[src/rtl/delay_line_prog_pkg.sv]
// Shared defaults and lane helpers for the programmable delay line.
// Imported by delay_line_prog and delay_line_prog_ram.
package delay_line_prog_pkg;

  localparam int WIDTH_DEF     = 16;
  localparam int CHANNELS_DEF  = 2;
  localparam int MAX_DEPTH_DEF = 16;

  // Bit offset of lane 'lane' inside a flat CHANNELS*WIDTH bus.
  function automatic int lane_lsb(input int lane, input int width);
    return lane * width;
  endfunction

endpackage

[src/rtl/delay_line_prog_ram.sv]
// Simple dual-port RAM: one synchronous write port, one asynchronous read port.
// The read is combinational, so a same-edge read and write sees the old word.
module delay_line_prog_ram
  import delay_line_prog_pkg::*;
#(
  parameter int DATA_W = WIDTH_DEF * CHANNELS_DEF,
  parameter int DEPTH  = MAX_DEPTH_DEF,
  parameter int ADDR_W = $clog2(DEPTH)
) (
  input  logic              clk,
  input  logic              we,
  input  logic [ADDR_W-1:0] waddr,
  input  logic [DATA_W-1:0] wdata,
  input  logic [ADDR_W-1:0] raddr,
  output logic [DATA_W-1:0] rdata
);

  logic [DATA_W-1:0] mem [DEPTH];

  always_ff @(posedge clk) begin
    if (we) mem[waddr] <= wdata;
  end

  assign rdata = mem[raddr];

endmodule

[src/rtl/delay_line_prog.sv]
// Runtime-programmable delay line: CHANNELS lanes delayed by dnum valid samples.
// Optional synchronous flush port enabled by defining DELAY_FLUSH_EN.
module delay_line_prog
  import delay_line_prog_pkg::*;
#(
  parameter int WIDTH     = WIDTH_DEF,
  parameter int CHANNELS  = CHANNELS_DEF,
  parameter int MAX_DEPTH = MAX_DEPTH_DEF,
  parameter int DNUM_W    = $clog2(MAX_DEPTH)
) (
  input  logic                      clk,
  input  logic                      rst,
  input  logic [DNUM_W-1:0]         dnum,
  input  logic                      in_valid,
  input  logic [CHANNELS*WIDTH-1:0] in_data,
`ifdef DELAY_FLUSH_EN
  input  logic                      flush,
`endif
  output logic                      out_valid,
  output logic [CHANNELS*WIDTH-1:0] out_data,
  output logic                      fill_done
);

  localparam int DW = CHANNELS * WIDTH;
  localparam logic [DNUM_W-1:0] FILL_MAX = DNUM_W'(MAX_DEPTH - 1);

  logic [DNUM_W-1:0] wr_ptr, rd_addr, dnum_q, fill_cnt, fill_nxt;
  logic [DW-1:0]     rd_data, dly_data;
  logic              dnum_chg, flush_i, wr_en;

`ifdef DELAY_FLUSH_EN
  assign flush_i = flush;
`else
  assign flush_i = 1'b0;
`endif

  assign dnum_chg = (dnum != dnum_q);
  assign rd_addr  = wr_ptr - dnum_q;
  // A flushed sample is dropped entirely, including its RAM write.
  assign wr_en    = in_valid & ~flush_i;

  delay_line_prog_ram #(
    .DATA_W (DW),
    .DEPTH  (MAX_DEPTH),
    .ADDR_W (DNUM_W)
  ) u_ram (
    .clk   (clk),
    .we    (wr_en),
    .waddr (wr_ptr),
    .wdata (in_data),
    .raddr (rd_addr),
    .rdata (rd_data)
  );

  // Zero delay bypasses the RAM so the sample leaves one clock after entry.
  for (genvar i = 0; i < CHANNELS; i++) begin : g_lane
    assign dly_data[i*WIDTH +: WIDTH] = (dnum_q == '0) ? in_data[i*WIDTH +: WIDTH]
                                                       : rd_data[i*WIDTH +: WIDTH];
  end

  // A delay change restarts fill accounting even if a sample is written this cycle.
  always_comb begin
    fill_nxt = fill_cnt;
    if (dnum_chg)
      fill_nxt = '0;
    else if (in_valid && fill_cnt != FILL_MAX)
      fill_nxt = fill_cnt + 1'b1;
  end

  always_ff @(posedge clk or posedge rst) begin
    if (rst) begin
      dnum_q    <= '0;
      wr_ptr    <= '0;
      fill_cnt  <= '0;
      fill_done <= 1'b0;
      out_valid <= 1'b0;
      out_data  <= '0;
    end else begin
      dnum_q <= dnum;
      if (flush_i) begin
        wr_ptr    <= '0;
        fill_cnt  <= '0;
        fill_done <= 1'b0;
        out_valid <= 1'b0;
        out_data  <= '0;
      end else begin
        fill_cnt  <= fill_nxt;
        fill_done <= !dnum_chg && (fill_nxt >= dnum_q);
        out_valid <= in_valid && (fill_cnt >= dnum_q);
        if (in_valid) begin
          wr_ptr   <= wr_ptr + 1'b1;
          out_data <= dly_data;
        end
      end
    end
  end

endmodule

[config.mk]
export PLATFORM = sky130hd
export DESIGN_NAME = delay_line_prog
export DESIGN_NICKNAME = d
export VERILOG_FILES = /design/src/rtl/delay_line_prog_pkg.sv /design/src/rtl/delay_line_prog_ram.sv /design/src/rtl/delay_line_prog.sv
export SDC_FILE = /design/constraint.sdc
export NUM_CORES = 1
export LEC_CHECK = 0
export ABC_CLOCK_PERIOD_IN_PS = 3200
export BUFFER_PORTS_ARGS = -buffer_cell sky130_fd_sc_hd__buf_2
export CAP_MARGIN = 0
export CORE_ASPECT_RATIO = 0.5
export CORE_MARGIN = 1.5
export CORE_UTILIZATION = 55
export DETAILED_ROUTE_END_ITERATION = 12
export PLACE_DENSITY_LB_ADDON = 0.15
export SLEW_MARGIN = 20
export SYNTH_ARGS = -nofsm -noshare
export SYNTH_HDL_FRONTEND = slang
export SYNTH_SLANG_ARGS = --single-unit
[constraint.sdc]
create_clock -name clk -period 3.2 [get_ports clk]
set_input_delay 0.16 -clock clk [delete_from_list [all_inputs] [get_ports clk]]
set_output_delay 0.16 -clock clk [all_outputs]
set_load 0.01 [all_outputs]
==> impl_metrics.ini, run 1 <==
[global_routing]
grt_max_degree = 94
initial_antenna_violation_count = 0
grt_first_pass_wirelength_mm = 80.1
grt_remaining_overflow = 0
first_global_vias = 13100
grt.total_usage_pct = 25.1

[logic_synthesis]
post_synth_num_cell_types = 33
yosys_warns = 0
synth_compound_area_share_pct = 1.85
area_share_of_and_or_nand_nor_cells_after_synthesis_pct = 9.34
post-synth-top-area-fraction_pct = 67.4
avg_inst_size_synth_um2 = 15.9
number_of_flops_mapped_to_enable_cells_by_yosys = 512
synth-xor-area-share_pct = 0.576
syn_nets = 1486
synth_adder_area_share_pct = 0.966
largest_family_of_logic_cells_by_synthesized_area = multiplexers
ys_async_sr_fraction_pct = 8.24
proportion_of_synthesized_chip_area_in_sequential_cells_pct = 72.5
synth_flop_cell = sky130_fd_sc_hd__edfxtp_1
yosys_register_bits = 558
synth_top_cell_by_area = sky130_fd_sc_hd__edfxtp_1
post_synth_mux_area_share_pct = 12.6
post_synth_inst_count = 1430
post_synth_main_area_contributors = sky130_fd_sc_hd__edfxtp_1 67%, sky130_fd_sc_hd__mux2i_1 13%, sky130_fd_sc_hd__nand3_1 5.7%
synth_area_um2 = 22800

[clock_tree]
worstSkewPairLatency_ps = 580
clk_pin_slew_worst_paths_ps = 70
clkSinkCount = 558
cts-root-buf = sky130_fd_sc_hd__clkbuf_16
cts_hold_buf = 37
cts_tree = yes
post_cts.repair.setup_buffers = 0
numCtsBuffers = 47
cts-root-to-sink-buffers = 3
ctsHtreeMaxLevel = 2
cts.repair.resized = 0

[layout]
filler_cell_count = 2853
antennaDiodeCount = 0
share_of_layout_cells_above_drive_strength_1_pct = 13.1
nets = 1587
mostFrequentLayoutCell = sky130_fd_sc_hd__edfxtp_1
fin_cells = 2110
most-common-layout-cells = 512 x sky130_fd_sc_hd__edfxtp_1, 288 x sky130_fd_sc_hd__mux2i_1, 261 x sky130_fd_sc_hd__nand3_1
area_delta_synth_final_pct = 13.7

[pwr]
vdd_ir_drop_max_uv = 986
power_density_nw_per_um2 = 951
power.static_leakage_nw = 9.46

[run]
maxCapViolations = 0

[route]
antenna_violating_nets_post_route = 0
route.detailed.wl_per_inst_um = 25.2
detail_route.iter0.violations = 1381
drc = 0
vias_per_cell = 6.21
firstDrtPassIters = 5
via_count = 13100
totalWireLength_mm = 53.2

[sta]
slew-limit-headroom_pct = 44.8
max_clock_freq_ghz = 0.328
totalNegativeSetupSlack_ps = 0
post_route_minimum_period_ps = 3050
hold_viol_final = 0
tightestPinTransition_ps = 827
final_skew_ps = 22.7
fin_crit_sh_pct = 95.2
drv_slew = 0
number_of_endpoints_failing_setup_at_the_final_stage = 0
unrepaired_setup_endpoints_after_global_routing = no

[critical_path]
reg2reg_from = dnum_q[0]
kind_of_end_point_of_the_critical_path = flip-flop
reg2reg_slack_ps = 150
worst-endpoint-arrival_ps = 3500
worst_ep_required_time_ps = 3650
worstRegToRegCells = 10
path_class = flip-flop to flip-flop
regToRegEndpoint = out_data[16]
critPathLaunchType = flip-flop
path_max_fanout = 93

[placed_design]
placed_cells_incl_taps = 1985
place_congestion = 0.785
dpl.hpwl_mm = 27.9
numPortBuffers = 72

[hold_path]
hold_path.class = input port to flip-flop
min-delay-start = in_valid
min_delay_path_depth = 2
min_delay_worst_endpoint = out_valid

[floorplan]
initial_utilization_pct = 56.1
core_region_um2 = 40700
chipHeight_um = 147
floorplan.die_area_um2 = 42800
core.rowCount = 52
die-width_um = 291
io-pin-count = 73

[outcome]
status = finished, final reports clean
## stage by stage
step	utilization, %	instance area [µm²]	hold WS (ps)	setup slack [ps]	power [W]
after global routing	63.8	25900	106	65.3	0.0258
final	63.8	25900	105	155	0.0247
after global placement	59.3	24100	292	266	0.0190
after detailed placement	59.3	24100	295	210	0.0192
after CTS	63.8	25900	87.5	193	0.0247
after floorplan	-	22800	191	566	0.0161
## cell families (layout without fill, tap and decap cells)
logic type | Yosys count | count (layout)
buffers and inverters | 111 | 251
flip-flops | 558 | 558
adder cells (fa/ha/maj) | 17 | 17
multiplexers | 288 | 288
AND/OR/NAND/NOR | 395 | 395
XOR/XNOR | 15 | 15
AO/OA/AOI/OAI | 46 | 46
## worst max-delay path by stage
stage                   start      endpoint  slack, ps  cells past startpoint
floorplan           wr_ptr[0]  out_data[27]        570                     11
global placement    wr_ptr[0]  out_data[27]        270                     10
detailed placement  dnum_q[0]  out_data[16]        210                     10
CTS                 wr_ptr[0]   out_data[1]        190                     10
global route        dnum_q[0]  out_data[16]         70                     10
finish              dnum_q[0]  out_data[16]        150                     10
## Yosys cell counts, types with 4 or more instances
master and n:
sky130_fd_sc_hd__mux2i_1 288, sky130_fd_sc_hd__nor2b_1 34, sky130_fd_sc_hd__nand4_1 66, sky130_fd_sc_hd__a21oi_1 5, sky130_fd_sc_hd__a21o_1 5, sky130_fd_sc_hd__edfxtp_1 512, sky130_fd_sc_hd__ha_1 16, sky130_fd_sc_hd__nand2_1 5
sky130_fd_sc_hd__and2_1 16, sky130_fd_sc_hd__buf_2 37, sky130_fd_sc_hd__inv_1 10, sky130_fd_sc_hd__clkbuf_1 47, sky130_fd_sc_hd__nand3_1 261, sky130_fd_sc_hd__xnor2_1 12, sky130_fd_sc_hd__nor2_1 4, sky130_fd_sc_hd__a221o_1 32
sky130_fd_sc_hd__dfrtp_1 46, sky130_fd_sc_hd__buf_1 14
## area by class of cell
| class | count | area [µm²] | area share (%) |
|---|---|---|---|
| tap | 540 | 676 | 2.61 |
| timing repair buffer | 153 | 1350 | 5.20 |
| sequential | 558 | 16500 | 63.7 |
| clock buffer | 69 | 1340 | 5.17 |
| multi-input combinational | 761 | 5880 | 22.7 |
| clock inverter | 19 | 121 | 0.468 |
| inverter | 10 | 40.0 | 0.154 |
## state kept, by name, indices dropped and copies added, names as in the netlist
register   count
u_ram.mem    512
out_data      32
dnum_q         4
fill_cnt       4
wr_ptr         4
fill_done      1
out_valid      1
## critical path: stages, from the launching register on
cell                      delay (ps)
sky130_fd_sc_hd__dfrtp_1         460
sky130_fd_sc_hd__ha_4            190
sky130_fd_sc_hd__inv_1            60
sky130_fd_sc_hd__fa_4            660
sky130_fd_sc_hd__buf_12          250
sky130_fd_sc_hd__inv_4           150
sky130_fd_sc_hd__buf_12          290
sky130_fd_sc_hd__nand3_1         130
sky130_fd_sc_hd__nand4_1         190
sky130_fd_sc_hd__mux2i_1         100
sky130_fd_sc_hd__a221o_1         320
## report_power, final
part           leakage [nW]  internal, W  switching, W
clock                 0.715      0.00299       0.00253
sequential             5.18      0.00887      0.000308
combinational          3.57      0.00380       0.00617
total                  9.46       0.0157       0.00900
## metal layers
metal | up-vias | routed length [µm] | global-route usage, % | part of all wire, %
li1 | 5800 | - | - | -
met1 | 6658 | 23700 | 36.9 | 44
met2 | 540 | 24400 | 39.1 | 46
met3 | 98 | 4070 | 4.48 | 7.6
met4 | 0 | 1090 | 6.78 | 2.0
met5 | - | 0 | 0 | 0
(Power assumes the default switching activity.)
==> run 2, diff against run 1 <==
--- a/config.mk
+++ b/config.mk
@@ -12,8 +12,10 @@
 export CORE_MARGIN = 1.5
 export CORE_UTILIZATION = 55
 export DETAILED_ROUTE_END_ITERATION = 12
+export GPL_ROUTABILITY_DRIVEN = 0
 export PLACE_DENSITY_LB_ADDON = 0.15
 export SLEW_MARGIN = 20
 export SYNTH_ARGS = -nofsm -noshare
 export SYNTH_HDL_FRONTEND = slang
+export SYNTH_HIERARCHICAL = 1
 export SYNTH_SLANG_ARGS = --single-unit
==> run 2 against run 1 <==
  * Clock power grew 3%
  * Global-route usage decreased by 0.65 points
  * Maximum frequency rose by 2.9%
  * Worst hold slack got worse by 41 ps
  * Largest cell class unchanged
  * Die area is 5.4% lower
==> impl_metrics.ini, run 2 <==
[run]
maxCapViolations = 0

[layout]
antennaDiodeCount = 0
mostFrequentLayoutCell = sky130_fd_sc_hd__edfxtp_1
largest_reg_flops = 512
largest_registers = u_ram/mem x512, out_data x32
nets = 1246
top_register = u_ram/mem
share_of_layout_cells_above_drive_strength_1_pct = 28.8
area_delta_synth_final_pct = 16.0
most-common-layout-cells = 512 x sky130_fd_sc_hd__edfxtp_1, 128 x sky130_fd_sc_hd__mux4_2, 72 x sky130_fd_sc_hd__buf_2

[route]
drc = 0
via_count = 10800
vias_per_cell = 6.16
detail_route.iter0.violations = 1287
antenna_violating_nets_post_route = 0
route.detailed.wl_per_inst_um = 27.3
totalWireLength_mm = 48.1
firstDrtPassIters = 5

[sta]
number_of_endpoints_failing_setup_at_the_final_stage = 0
max_clock_freq_ghz = 0.338
tightestPinTransition_ps = 765
fin_crit_sh_pct = 92.5
slew-limit-headroom_pct = 48.9
post_route_minimum_period_ps = 2960
unrepaired_setup_endpoints_after_global_routing = no
fin_ws_ps = 241
hold_viol_final = 0
final_skew_ps = 16.0
drv_slew = 0
totalNegativeSetupSlack_ps = 0

[logic_synthesis]
post_synth_num_cell_types = 36
synth.most_common_cell = sky130_fd_sc_hd__edfxtp_1
yosys_warns = 6
synth_area_um2 = 21500
synth_top_cell_by_area = sky130_fd_sc_hd__edfxtp_1
post_synth_main_area_contributors = sky130_fd_sc_hd__edfxtp_1 71%, sky130_fd_sc_hd__mux4_2 13%, sky130_fd_sc_hd__dfrtp_1 5.3%
syn_nets = 1080
largest_family_of_logic_cells_by_synthesized_area = multiplexers
yosys_register_bits = 558
synth_adder_area_share_pct = 0.848
area_share_of_and_or_nand_nor_cells_after_synthesis_pct = 2.32
proportion_of_synthesized_chip_area_in_sequential_cells_pct = 76.7
post_synth_mux_area_share_pct = 14.9
yosys-top-cells-count = 512 x sky130_fd_sc_hd__edfxtp_1, 128 x sky130_fd_sc_hd__mux4_2, 64 x sky130_fd_sc_hd__a22oi_1
synth_compound_area_share_pct = 3.34
post-synth-top-area-fraction_pct = 71.4
post_synth_inst_count = 1027
synth_flop_cell = sky130_fd_sc_hd__edfxtp_1
number_of_flops_mapped_to_enable_cells_by_yosys = 512
avg_inst_size_synth_um2 = 21.0
synth-xor-area-share_pct = 0.406
ys_async_sr_fraction_pct = 8.24

[floorplan]
chipHeight_um = 143
io-pin-count = 73
initial_utilization_pct = 55.6
die-width_um = 283
core_region_um2 = 38700
core.rowCount = 51
floorplan.die_area_um2 = 40400

[clock_tree]
worstSkewPairLatency_ps = 570
numCtsBuffers = 48
clk_pin_slew_worst_paths_ps = 60
ctsHtreeMaxLevel = 2
cts_tree = yes
post_cts.repair.setup_buffers = 0
cts-root-buf = sky130_fd_sc_hd__clkbuf_16
cts-root-to-sink-buffers = 3
clkSinkCount = 558

[critical_path]
critPathBufInv = 5
critPathLaunchType = flip-flop
worst_ep_required_time_ps = 3620
critPathMostFrequentCell = sky130_fd_sc_hd__buf_4
crit_family = buffers and inverters
crit_path_cell_trace = buf_4 > inv_1 > fa_1 > inv_4 > buf_12 > buf_4 > mux4_2 > a22oi_1 > nand2_1 > mux2i_1 > a21oi_1
path_class = flip-flop to flip-flop
critical_path.slowest_cell = sky130_fd_sc_hd__fa_1
path_max_fanout = 35
kind_of_end_point_of_the_critical_path = flip-flop
cp_slowest_stage_delay_ps = 540
worst-endpoint-arrival_ps = 3380

[pwr]
power.static_leakage_nw = 8.27
vdd_ir_drop_max_uv = 722
power_density_nw_per_um2 = 942

[global_routing]
grt.total_usage_pct = 24.4
grt_first_pass_wirelength_mm = 71.4
initial_antenna_violation_count = 0
first_global_vias = 11100
grt_remaining_overflow = 0
grt_max_degree = 40

[placed_design]
pre_cts_ws_ps = 22.1
numPortBuffers = 72
dpl.hpwl_mm = 27.8

[hold_path]
hold_path.class = input port to flip-flop

[outcome]
status = finished, final reports clean
==> run 2: cell types whose count changed in the layout (fill, tap and decap cells not counted), moves of 32 or more <==
cell / before / now
sky130_fd_sc_hd__a221o_1: 32 / 0
sky130_fd_sc_hd__nor2b_1: 33 / 1
sky130_fd_sc_hd__mux4_2: 0 / 128
sky130_fd_sc_hd__mux2i_1: 288 / 32
sky130_fd_sc_hd__nand3_1: 261 / 4
sky130_fd_sc_hd__nand4_1: 66 / 3
sky130_fd_sc_hd__a22oi_1: 0 / 64
==> run 2: cells by family after synthesis <==
logic type | after synthesis
DFF | 558
muxes | 160
and+or+nand+nor | 111
AOI/OAI and AO/OA | 109
buffers and inverters | 65
adders and majority gates | 14
xor gates and xnor gates | 10
==> run 2: per-stage QoR <==
stage / util [%] / power [W] / instance area, µm² / hold WS (ps) / cells
after global routing: 64.6 / 0.0246 / 25000 / 77.0 / 1762
final: 64.6 / 0.0236 / 25000 / 63.2 / 1762
after CTS: 64.6 / 0.0237 / 25000 / 43.1 / 1762
after detailed placement: 59.6 / 0.0180 / 23100 / 295 / 1636
after floorplan: - / 0.0150 / 21600 / 191 / 1027
after global placement: 59.6 / 0.0178 / 23100 / 293 / 1636
==> run 2: repair_timing <==
item,4_1_cts,5_1_grt
gates resized for setup,1,0
hold buffers,37,0
endpoints found under the hold margin,542,0
endpoints found under the setup margin,1,0
==> run 2: worst paths after layout <==
kind,startpoint,endpoint,slack (ps),cells past startpoint
max in group asynchronous,rst,out_data[5],2030,4
worst min-delay path,in_valid,out_data[23],60,2
worst max register to register,wr_ptr[1],out_data[18],240,11
min in group asynchronous,rst,out_data[19],280,3
worst min register to register,out_data[21],out_data[21],520,2
worst max-delay path,wr_ptr[1],out_data[18],240,11
==> run 2: worst register-to-register path, stage by stage (launching register included) <==
cell                      delay (ps)
sky130_fd_sc_hd__dfrtp_1         370
sky130_fd_sc_hd__buf_4           230
sky130_fd_sc_hd__inv_1           110
sky130_fd_sc_hd__fa_1            540
sky130_fd_sc_hd__inv_4           240
sky130_fd_sc_hd__buf_12          290
sky130_fd_sc_hd__buf_4           220
sky130_fd_sc_hd__mux4_2          290
sky130_fd_sc_hd__a22oi_1         240
sky130_fd_sc_hd__nand2_1          80
sky130_fd_sc_hd__mux2i_1         130
sky130_fd_sc_hd__a21oi_1          80
==> run 2: power breakdown <==
part / switching, W / internal [W] / leakage (nW)
combinational: 0.00481 / 0.00382 / 2.34
clock: 0.00253 / 0.00317 / 0.751
sequential: 0.000310 / 0.00893 / 5.17
==> run 2: cell type report <==
cell class / count / area, µm²
clock buffer: 72 / 1380
clock inverter: 17 / 150
fill: 2610 / 13700
inverter: 11 / 51.3
multi-input combinational: 404 / 4850
sequential: 558 / 16500
tap: 530 / 663
timing repair buffer: 170 / 1380
==> run 2: metal layers <==
metal  vias up  GRT usage (%)  routed length [µm]
met3        67           4.31                3400
met2       395           38.9               23000
met5         -              0                   0
met4         0           4.95                 807
li1       4584              -                   -
met1      5803           36.3               20900
